==> src/rtl/lynxTypes.sv <==
// -----------------------------------------------------------------------------
// lynxTypes
// Shared types and defaults for the MMU weighted round-robin request merger.
//   N_REGIONS          : default number of request channels
//   DEF_N_OUTSTANDING  : default in-flight request limit per channel
//   PADDR_BITS/LEN_BITS: request field widths
//   mux_ord_t          : ordering record {ch_id, len} sent beside each merged request
//   arb_state_e        : arbiter FSM encoding
// -----------------------------------------------------------------------------
package lynxTypes;

    localparam int N_REGIONS         = 4;
    localparam int DEF_N_OUTSTANDING = 8;
    localparam int PADDR_BITS        = 32;
    localparam int LEN_BITS          = 16;
    // Wide enough for up to 16 channels.
    localparam int CH_ID_BITS        = 4;

    typedef struct packed {
        logic [CH_ID_BITS-1:0] ch_id;
        logic [LEN_BITS-1:0]   len;
    } mux_ord_t;

    typedef enum logic [1:0] {
        ST_IDLE  = 2'd0,
        ST_GRANT = 2'd1,
        ST_DRAIN = 2'd2
    } arb_state_e;

endpackage

==> src/rtl/mmu_wrr_credit.sv <==
// -----------------------------------------------------------------------------
// mmu_wrr_credit
// Per-channel in-flight request counter.
//   aclk, aresetn : clock, synchronous active-low reset
//   inc_i         : a request of this channel was issued this cycle
//   dec_i         : a request of this channel completed this cycle
//   cnt_o         : current in-flight count, 0..N_OUT (never wraps)
//   err_o         : sticky, set when a completion arrives with a zero count
// -----------------------------------------------------------------------------
module mmu_wrr_credit
    import lynxTypes::*;
#(
    parameter  int N_OUT = DEF_N_OUTSTANDING,
    localparam int CNT_W = $clog2(N_OUT) + 1
) (
    input  logic             aclk,
    input  logic             aresetn,
    input  logic             inc_i,
    input  logic             dec_i,
    output logic [CNT_W-1:0] cnt_o,
    output logic             err_o
);

    localparam logic [CNT_W-1:0] CNT_ONE = CNT_W'(1);
    localparam logic [CNT_W-1:0] CNT_MAX = CNT_W'(N_OUT);

    logic [CNT_W-1:0] cnt_q, cnt_d;
    logic             err_q, err_d;

    // Next count: simultaneous issue and completion cancel out; saturate at both ends.
    always_comb begin
        cnt_d = cnt_q;
        err_d = err_q;
        case ({inc_i, dec_i})
            2'b10: begin
                if (cnt_q != CNT_MAX) cnt_d = cnt_q + CNT_ONE;
                else                  cnt_d = cnt_q;
            end
            2'b01: begin
                if (cnt_q == '0) err_d = 1'b1;
                else             cnt_d = cnt_q - CNT_ONE;
            end
            default: cnt_d = cnt_q;
        endcase
    end

    // Counter and sticky error registers.
    always_ff @(posedge aclk) begin
        if (!aresetn) begin
            cnt_q <= '0;
            err_q <= 1'b0;
        end else begin
            cnt_q <= cnt_d;
            err_q <= err_d;
        end
    end

    assign cnt_o = cnt_q;
    assign err_o = err_q;

endmodule

==> src/rtl/mmu_wrr_arbiter.sv <==
// -----------------------------------------------------------------------------
// mmu_wrr_arbiter
// Weighted round-robin merger of N_CH request channels into one request stream
// plus an ordering record, with per-channel outstanding-request credits.
//   aclk, aresetn        : clock, synchronous active-low reset
//   s_req_*[N_CH]        : per-channel requests (valid/ready, paddr, len, last)
//   m_req_*              : merged request (valid/ready, paddr, len, last)
//   m_mux_*              : ordering record {ch_id, len} (valid/ready, data)
//   weight[N_CH]         : burst length per grant (0 treated as 1), read at grant start
//   xfer_done[N_CH]      : completion pulse, returns one credit
//   credit_err[N_CH]     : sticky completion-without-credit flag
// -----------------------------------------------------------------------------
module mmu_wrr_arbiter
    import lynxTypes::*;
#(
    parameter  int N_CH          = N_REGIONS,
    parameter  int WGT_BITS      = 4,
    parameter  int N_OUTSTANDING = DEF_N_OUTSTANDING,
    localparam int CH_W          = (N_CH > 1) ? $clog2(N_CH) : 1,
    localparam int CNT_W         = $clog2(N_OUTSTANDING) + 1
) (
    input  logic                            aclk,
    input  logic                            aresetn,
    input  logic [N_CH-1:0]                 s_req_valid,
    output logic [N_CH-1:0]                 s_req_ready,
    input  logic [N_CH-1:0][PADDR_BITS-1:0] s_req_paddr,
    input  logic [N_CH-1:0][LEN_BITS-1:0]   s_req_len,
    input  logic [N_CH-1:0]                 s_req_last,
    output logic                            m_req_valid,
    input  logic                            m_req_ready,
    output logic [PADDR_BITS-1:0]           m_req_paddr,
    output logic [LEN_BITS-1:0]             m_req_len,
    output logic                            m_req_last,
    output logic                            m_mux_valid,
    input  logic                            m_mux_ready,
    output mux_ord_t                        m_mux_data,
    input  logic [N_CH-1:0][WGT_BITS-1:0]   weight,
    input  logic [N_CH-1:0]                 xfer_done,
    output logic [N_CH-1:0]                 credit_err
);

    localparam int                  SW      = CH_W + 1;
    localparam logic [CH_W-1:0]     CH_ONE  = CH_W'(1);
    localparam logic [CH_W-1:0]     CH_LAST = CH_W'(N_CH - 1);
    localparam logic [N_CH-1:0]     BIT0    = N_CH'(1);
    localparam logic [WGT_BITS-1:0] W_ONE   = WGT_BITS'(1);
    localparam logic [CNT_W-1:0]    CNT_MAX = CNT_W'(N_OUTSTANDING);

    arb_state_e                 state_q, state_d;
    logic [CH_W-1:0]            rr_ptr_q, rr_ptr_d, gnt_ch_q, gnt_ch_d;
    logic [WGT_BITS-1:0]        burst_cnt_q, burst_cnt_d, grant_burst_s;
    logic                       req_vld_q, req_vld_d, mux_vld_q, mux_vld_d;
    logic [PADDR_BITS-1:0]      paddr_q, paddr_d;
    logic [LEN_BITS-1:0]        len_q, len_d;
    logic                       last_q, last_d;
    logic [CH_W-1:0]            och_q, och_d;

    logic [N_CH-1:0][CNT_W-1:0] cnt_s;
    logic [N_CH-1:0]            full_s, elig_s, gnt_mask_s;
    logic [CH_W-1:0]            pick_s, search_base_s, next_ptr_s;
    logic                       pick_found_s, out_free_s, issue_s, other_elig_s;

    // Per-channel credit counters.
    for (genvar i = 0; i < N_CH; i++) begin : g_credit
        mmu_wrr_credit #(.N_OUT(N_OUTSTANDING)) u_credit (
            .aclk    (aclk),
            .aresetn (aresetn),
            .inc_i   (s_req_ready[i]),
            .dec_i   (xfer_done[i]),
            .cnt_o   (cnt_s[i]),
            .err_o   (credit_err[i])
        );
        assign full_s[i] = (cnt_s[i] == CNT_MAX);
    end

    assign elig_s       = s_req_valid & ~full_s;
    assign gnt_mask_s   = BIT0 << gnt_ch_q;
    assign other_elig_s = |(elig_s & ~gnt_mask_s);
    assign next_ptr_s   = (gnt_ch_q == CH_LAST) ? '0 : gnt_ch_q + CH_ONE;
    // DRAIN re-grants from the already-advanced pointer in the same cycle.
    assign search_base_s = (state_q == ST_DRAIN) ? next_ptr_s : rr_ptr_q;
    // The slot accepts a new entry when each half is empty or handshaking now.
    assign out_free_s   = (!req_vld_q || m_req_ready) && (!mux_vld_q || m_mux_ready);
    assign issue_s      = aresetn && (state_q == ST_GRANT) && elig_s[gnt_ch_q] && out_free_s;
    assign s_req_ready  = issue_s ? gnt_mask_s : '0;

    // Round-robin search for the first eligible channel at or after the base.
    always_comb begin : rr_search
        logic [SW-1:0]   sum_v;
        logic [CH_W-1:0] idx_v;
        pick_s       = '0;
        pick_found_s = 1'b0;
        for (int k = 0; k < N_CH; k++) begin
            sum_v = {1'b0, search_base_s} + SW'(k);
            if (sum_v >= SW'(N_CH)) sum_v = sum_v - SW'(N_CH);
            else                    sum_v = sum_v;
            idx_v = sum_v[CH_W-1:0];
            if (!pick_found_s && elig_s[idx_v]) begin
                pick_s       = idx_v;
                pick_found_s = 1'b1;
            end else begin
                pick_s       = pick_s;
                pick_found_s = pick_found_s;
            end
        end
    end

    // Burst length of a new grant; a zero weight still allows one request.
    always_comb begin
        if (weight[pick_s] == '0) grant_burst_s = W_ONE;
        else                      grant_burst_s = weight[pick_s];
    end

    // Arbiter FSM next state.
    always_comb begin
        state_d     = state_q;
        rr_ptr_d    = rr_ptr_q;
        gnt_ch_d    = gnt_ch_q;
        burst_cnt_d = burst_cnt_q;
        case (state_q)
            ST_IDLE: begin
                if (pick_found_s) begin
                    state_d     = ST_GRANT;
                    gnt_ch_d    = pick_s;
                    burst_cnt_d = grant_burst_s;
                end else begin
                    state_d     = ST_IDLE;
                end
            end
            ST_GRANT: begin
                if (issue_s) begin
                    burst_cnt_d = burst_cnt_q - W_ONE;
                    if ((burst_cnt_q == W_ONE) || (s_req_last[gnt_ch_q] && other_elig_s))
                        state_d = ST_DRAIN;
                    else
                        state_d = ST_GRANT;
                end else if (!elig_s[gnt_ch_q]) begin
                    state_d = ST_DRAIN;
                end else begin
                    state_d = ST_GRANT;
                end
            end
            ST_DRAIN: begin
                rr_ptr_d = next_ptr_s;
                if (pick_found_s) begin
                    state_d     = ST_GRANT;
                    gnt_ch_d    = pick_s;
                    burst_cnt_d = grant_burst_s;
                end else begin
                    state_d     = ST_IDLE;
                end
            end
            default: state_d = ST_IDLE;
        endcase
    end

    // Output slot: each valid drops on its own handshake; an issue reloads both.
    always_comb begin
        req_vld_d = req_vld_q && !m_req_ready;
        mux_vld_d = mux_vld_q && !m_mux_ready;
        paddr_d   = paddr_q;
        len_d     = len_q;
        last_d    = last_q;
        och_d     = och_q;
        if (issue_s) begin
            req_vld_d = 1'b1;
            mux_vld_d = 1'b1;
            paddr_d   = s_req_paddr[gnt_ch_q];
            len_d     = s_req_len[gnt_ch_q];
            last_d    = s_req_last[gnt_ch_q];
            och_d     = gnt_ch_q;
        end else begin
            och_d     = och_q;
        end
    end

    // FSM, pointer and output-slot registers.
    always_ff @(posedge aclk) begin
        if (!aresetn) begin
            state_q     <= ST_IDLE;
            rr_ptr_q    <= '0;
            gnt_ch_q    <= '0;
            burst_cnt_q <= '0;
            req_vld_q   <= 1'b0;
            mux_vld_q   <= 1'b0;
            paddr_q     <= '0;
            len_q       <= '0;
            last_q      <= 1'b0;
            och_q       <= '0;
        end else begin
            state_q     <= state_d;
            rr_ptr_q    <= rr_ptr_d;
            gnt_ch_q    <= gnt_ch_d;
            burst_cnt_q <= burst_cnt_d;
            req_vld_q   <= req_vld_d;
            mux_vld_q   <= mux_vld_d;
            paddr_q     <= paddr_d;
            len_q       <= len_d;
            last_q      <= last_d;
            och_q       <= och_d;
        end
    end

    assign m_req_valid = req_vld_q;
    assign m_req_paddr = paddr_q;
    assign m_req_len   = len_q;
    assign m_req_last  = last_q;
    assign m_mux_valid = mux_vld_q;
    assign m_mux_data  = {CH_ID_BITS'(och_q), len_q};

endmodule
==> config.mk <==
export PLATFORM = sky130hd
export DESIGN_NAME = mmu_wrr_arbiter
export DESIGN_NICKNAME = d
export VERILOG_FILES = /design/src/rtl/lynxTypes.sv /design/src/rtl/mmu_wrr_credit.sv /design/src/rtl/mmu_wrr_arbiter.sv
export SDC_FILE = /design/constraint.sdc
export NUM_CORES = 1
export LEC_CHECK = 0
export BUFFER_PORTS_ARGS = -buffer_cell sky130_fd_sc_hd__buf_2
export CORE_MARGIN = 5
export CORE_UTILIZATION = 46
export CTS_CLUSTER_SIZE = 16
export DETAILED_ROUTE_END_ITERATION = 6
export GPL_TIMING_DRIVEN = 1
export HOLD_SLACK_MARGIN = 0.05
export PLACE_DENSITY = 0.86
export SYNTH_ARGS = -nofsm -noshare
export SYNTH_HDL_FRONTEND = slang
export SYNTH_SLANG_ARGS = --single-unit
==> constraint.sdc <==
create_clock -name aclk -period 4.5 [get_ports aclk]
set_input_delay 0.675 -clock aclk [delete_from_list [all_inputs] [get_ports aclk]]
set_output_delay 0.675 -clock aclk [all_outputs]
set_load 0.03 [all_outputs]
==> impl_metrics.ini <==
[run_status]
status = completed

[detailed_routing]
avgRoutedWirePerCell_um = 17.44
drt_iter0_drc = 242
final_antenna_net_count = 0
drtPass1Iterations = 4
drcViolationCount = 0
wl_um = 17270
via_per_inst = 5.310
vias = 5257

[global_route]
gr-total-overflow = 0
grt_max_degree = 83
grt_pass1_vias = 5473
antenna_found_initial = 4
globalRouteTotalUtil = 0.2361
grt_pass1_wl_um = 26560

[power_and_ir_drop]
p_int_uw = 1743
power.density_mw_per_mm2 = 375.9
finalPower_uw = 2703
irDropWorstVdd_uv = 233.9
swShare = 0.3551
clock_power_share = 0.260
pwr-share-comb = 0.382
cellLeakagePower_uw = 0.003305
seqPwrFrac = 0.358
p_sw_uw = 959.9

[logic_synthesis]
synth_common_cells = nand2_1, dfxtp_1, a21boi_0
synth_top_area_frac = 0.2993
postSynthAreaPerCell_um2 = 9.490
synth_area_leader_cell = dfxtp_1
yosysUniqueCellTypes = 50
ys_seq_area_frac = 0.2993
ys_ff_latch = 83
ys_warn_count = 0
synth_top_flop_cell = dfxtp_1
synth_edf_count = 0
synth_area_leaders = dfxtp_1, mux4_2, nand2_1
yosysMostFrequentCell = nand2_1
syn-cell-area_mm2 = 0.005552
async_reset_ff_frac = 0
synthCells = 585

[run]
cap_violations = 0

[worst_setup_path]
worst_ep_required_time_ns = 4.74
reg2reg_setup_slack_ns = 0.99
crit_path_start_kind = register
cp_max_fo = 25
cp.arrival_ns = 3.75
worstSetupEndpointType = register
worstSetupPathType = register to register
ff2ff_path_depth = 13

[final_layout]
n_fill_cell = 1016
ff_latch_area_mm2 = 0.001667
finalNetCount = 1082
drive_above_1_share = 0.4590
postLayoutCoreUtil = 0.6037
area_delta_synth_final_pct = 29.52
multi_input_area_mm2 = 0.003451

[sta]
fin_crit_ns = 3.512
skew_ns = 0.005596
max_freq_mhz = 284.7
maxSlewViolCount = 0
hold_viol = 0
setup_viol = 0
post-route-period-util = 0.7805
finalWorstSetupSlack_ns = 0.9878
fin_setup_tns_ns = 0
rsz0062_at_grt = no
slew_headroom = 0.3002
tightest_slew_ns = 1.050

[clock_tree]
numClockSinks = 83
cts_hold_buf = 0
postCtsResizedCells = 0
cts_buffer_depth = 2
cts_tree = yes
cts_buffers = 9
cts-root-buf = clkbuf_16
insertion_delay_ns = 0.34
post_cts_buffers = 0
cts.reportedPaths.clkPinSlew_ns = 0.06
htreeDepth = 3

[floorplanning]
start_util = 0.4661
core_area_mm2 = 0.01191
die_h_um = 119.9
dieWidth_um = 119.9
boundaryPins = 303
die_area_mm2 = 0.01437
row_count = 40

[placement]
portBuffers = 300
dp_slack_ns = 0.8201
post-dp-hpwl_um = 13860
place.gp.congestion = 0.9097

[hold_path]
hp-class = register to register
whs_path_depth = 2
## worst max-delay path, cell delays in order (launching register included)
cell	delay, ns
dfxtp_1	0.45
nor3_1	0.12
a21bo_1	0.31
mux4_2	0.56
nor2b_4	0.16
buf_4	0.29
nand2_1	0.15
ha_1	0.28
nor2b_1	0.18
a21o_1	0.16
a21oi_1	0.33
nand2_1	0.12
xnor2_1	0.14
and2_1	0.15
## layout by cell type, fill, tap and decap left out, types with 12 or more instances in the layout
cell type	synthesis	final
buf_2	14	300
mux4_2	50	50
nand2_1	133	133
mux2i_1	13	13
a21oi_1	21	21
xnor2_1	12	12
nor2b_1	15	14
dfxtp_1	83	81
ha_1	22	22
a21boi_0	55	55
inv_1	17	17
o21ai_0	13	13
and2_1	14	14
## layout make-up
class                      count  area share
multi-input combinational    420      0.4799
sequential                    83      0.2318
timing repair buffer         305      0.2140
clock buffer                  12     0.03567
tap                          147     0.02558
inverter                      17    0.008874
clock inverter                 4    0.003480
antenna                        2   0.0006960
## path summary, 6_finish.rpt
kind,startpoint,end
setup / recovery,g_credit[2].u_credit.cnt_o[1]$_SDFFE_PN0P_,g_credit[2].u_credit.cnt_o[3]$_SDFFE_PN0P_
hold / removal,m_req_paddr[6]$_SDFFE_PN0N_,m_req_paddr[6]$_SDFFE_PN0N_
setup reg to reg,g_credit[2].u_credit.cnt_o[1]$_SDFFE_PN0P_,g_credit[2].u_credit.cnt_o[3]$_SDFFE_PN0P_
hold reg to reg,m_req_paddr[6]$_SDFFE_PN0N_,m_req_paddr[6]$_SDFFE_PN0N_
## registers in the layout, summed over array words and instances, names as in the netlist
name and count:
m_req_paddr 32, g_credit.u_credit.cnt_o 16, m_req_len 16, burst_cnt_q 4, g_credit.u_credit.err_o 4, gnt_ch_q 2
och_q 2, rr_ptr_q 2, state_q 2, m_mux_valid 1, m_req_last 1, m_req_valid 1
## power by group through the flow
stage	sequential, µW	combinational (µW)	clock [µW]
final	968	1030	702
after global routing	990	1130	754
after CTS	971	1040	721
after detailed placement	986	1040	0
after global placement	979	1010	0
after floorplan	984	783	0
## per-layer routing
layer | GRT usage | share of wire
met5 | 0 | 0.0020
met4 | 0.09735 | 0.036
met3 | 0.1051 | 0.097
met2 | 0.4114 | 0.52
met1 | 0.2480 | 0.35
## per-stage QoR
stage                     hold slack, ns  std cells  area [µm²]
after floorplan                   0.4596        586        5555
after global placement            0.4483        972        6904
after detailed placement          0.4545        972        6904
after CTS                         0.4625        988        7186
after global routing              0.4910        990        7191
final                             0.4591        990        7191
## cells by family (layout without fill, tap and decap cells)
| logic type | count (synthesis) | after routing | synth area share |
|---|---|---|---|
| multiplexers | 68 | 68 | 0.2371 |
| adder cells (fa/ha/maj) | 22 | 22 | 0.04958 |
| buffers and inverters | 83 | 338 | 0.08159 |
| XOR/XNOR | 20 | 20 | 0.03155 |
| other | 1 | 4 | 0.0006755 |
| AO/OA/AOI/OAI | 116 | 116 | 0.1476 |
| AND/OR/NAND/NOR | 192 | 192 | 0.1526 |
| flip-flops | 83 | 83 | 0.2993 |
No activity file was read; power rests on OpenSTA's default activity.
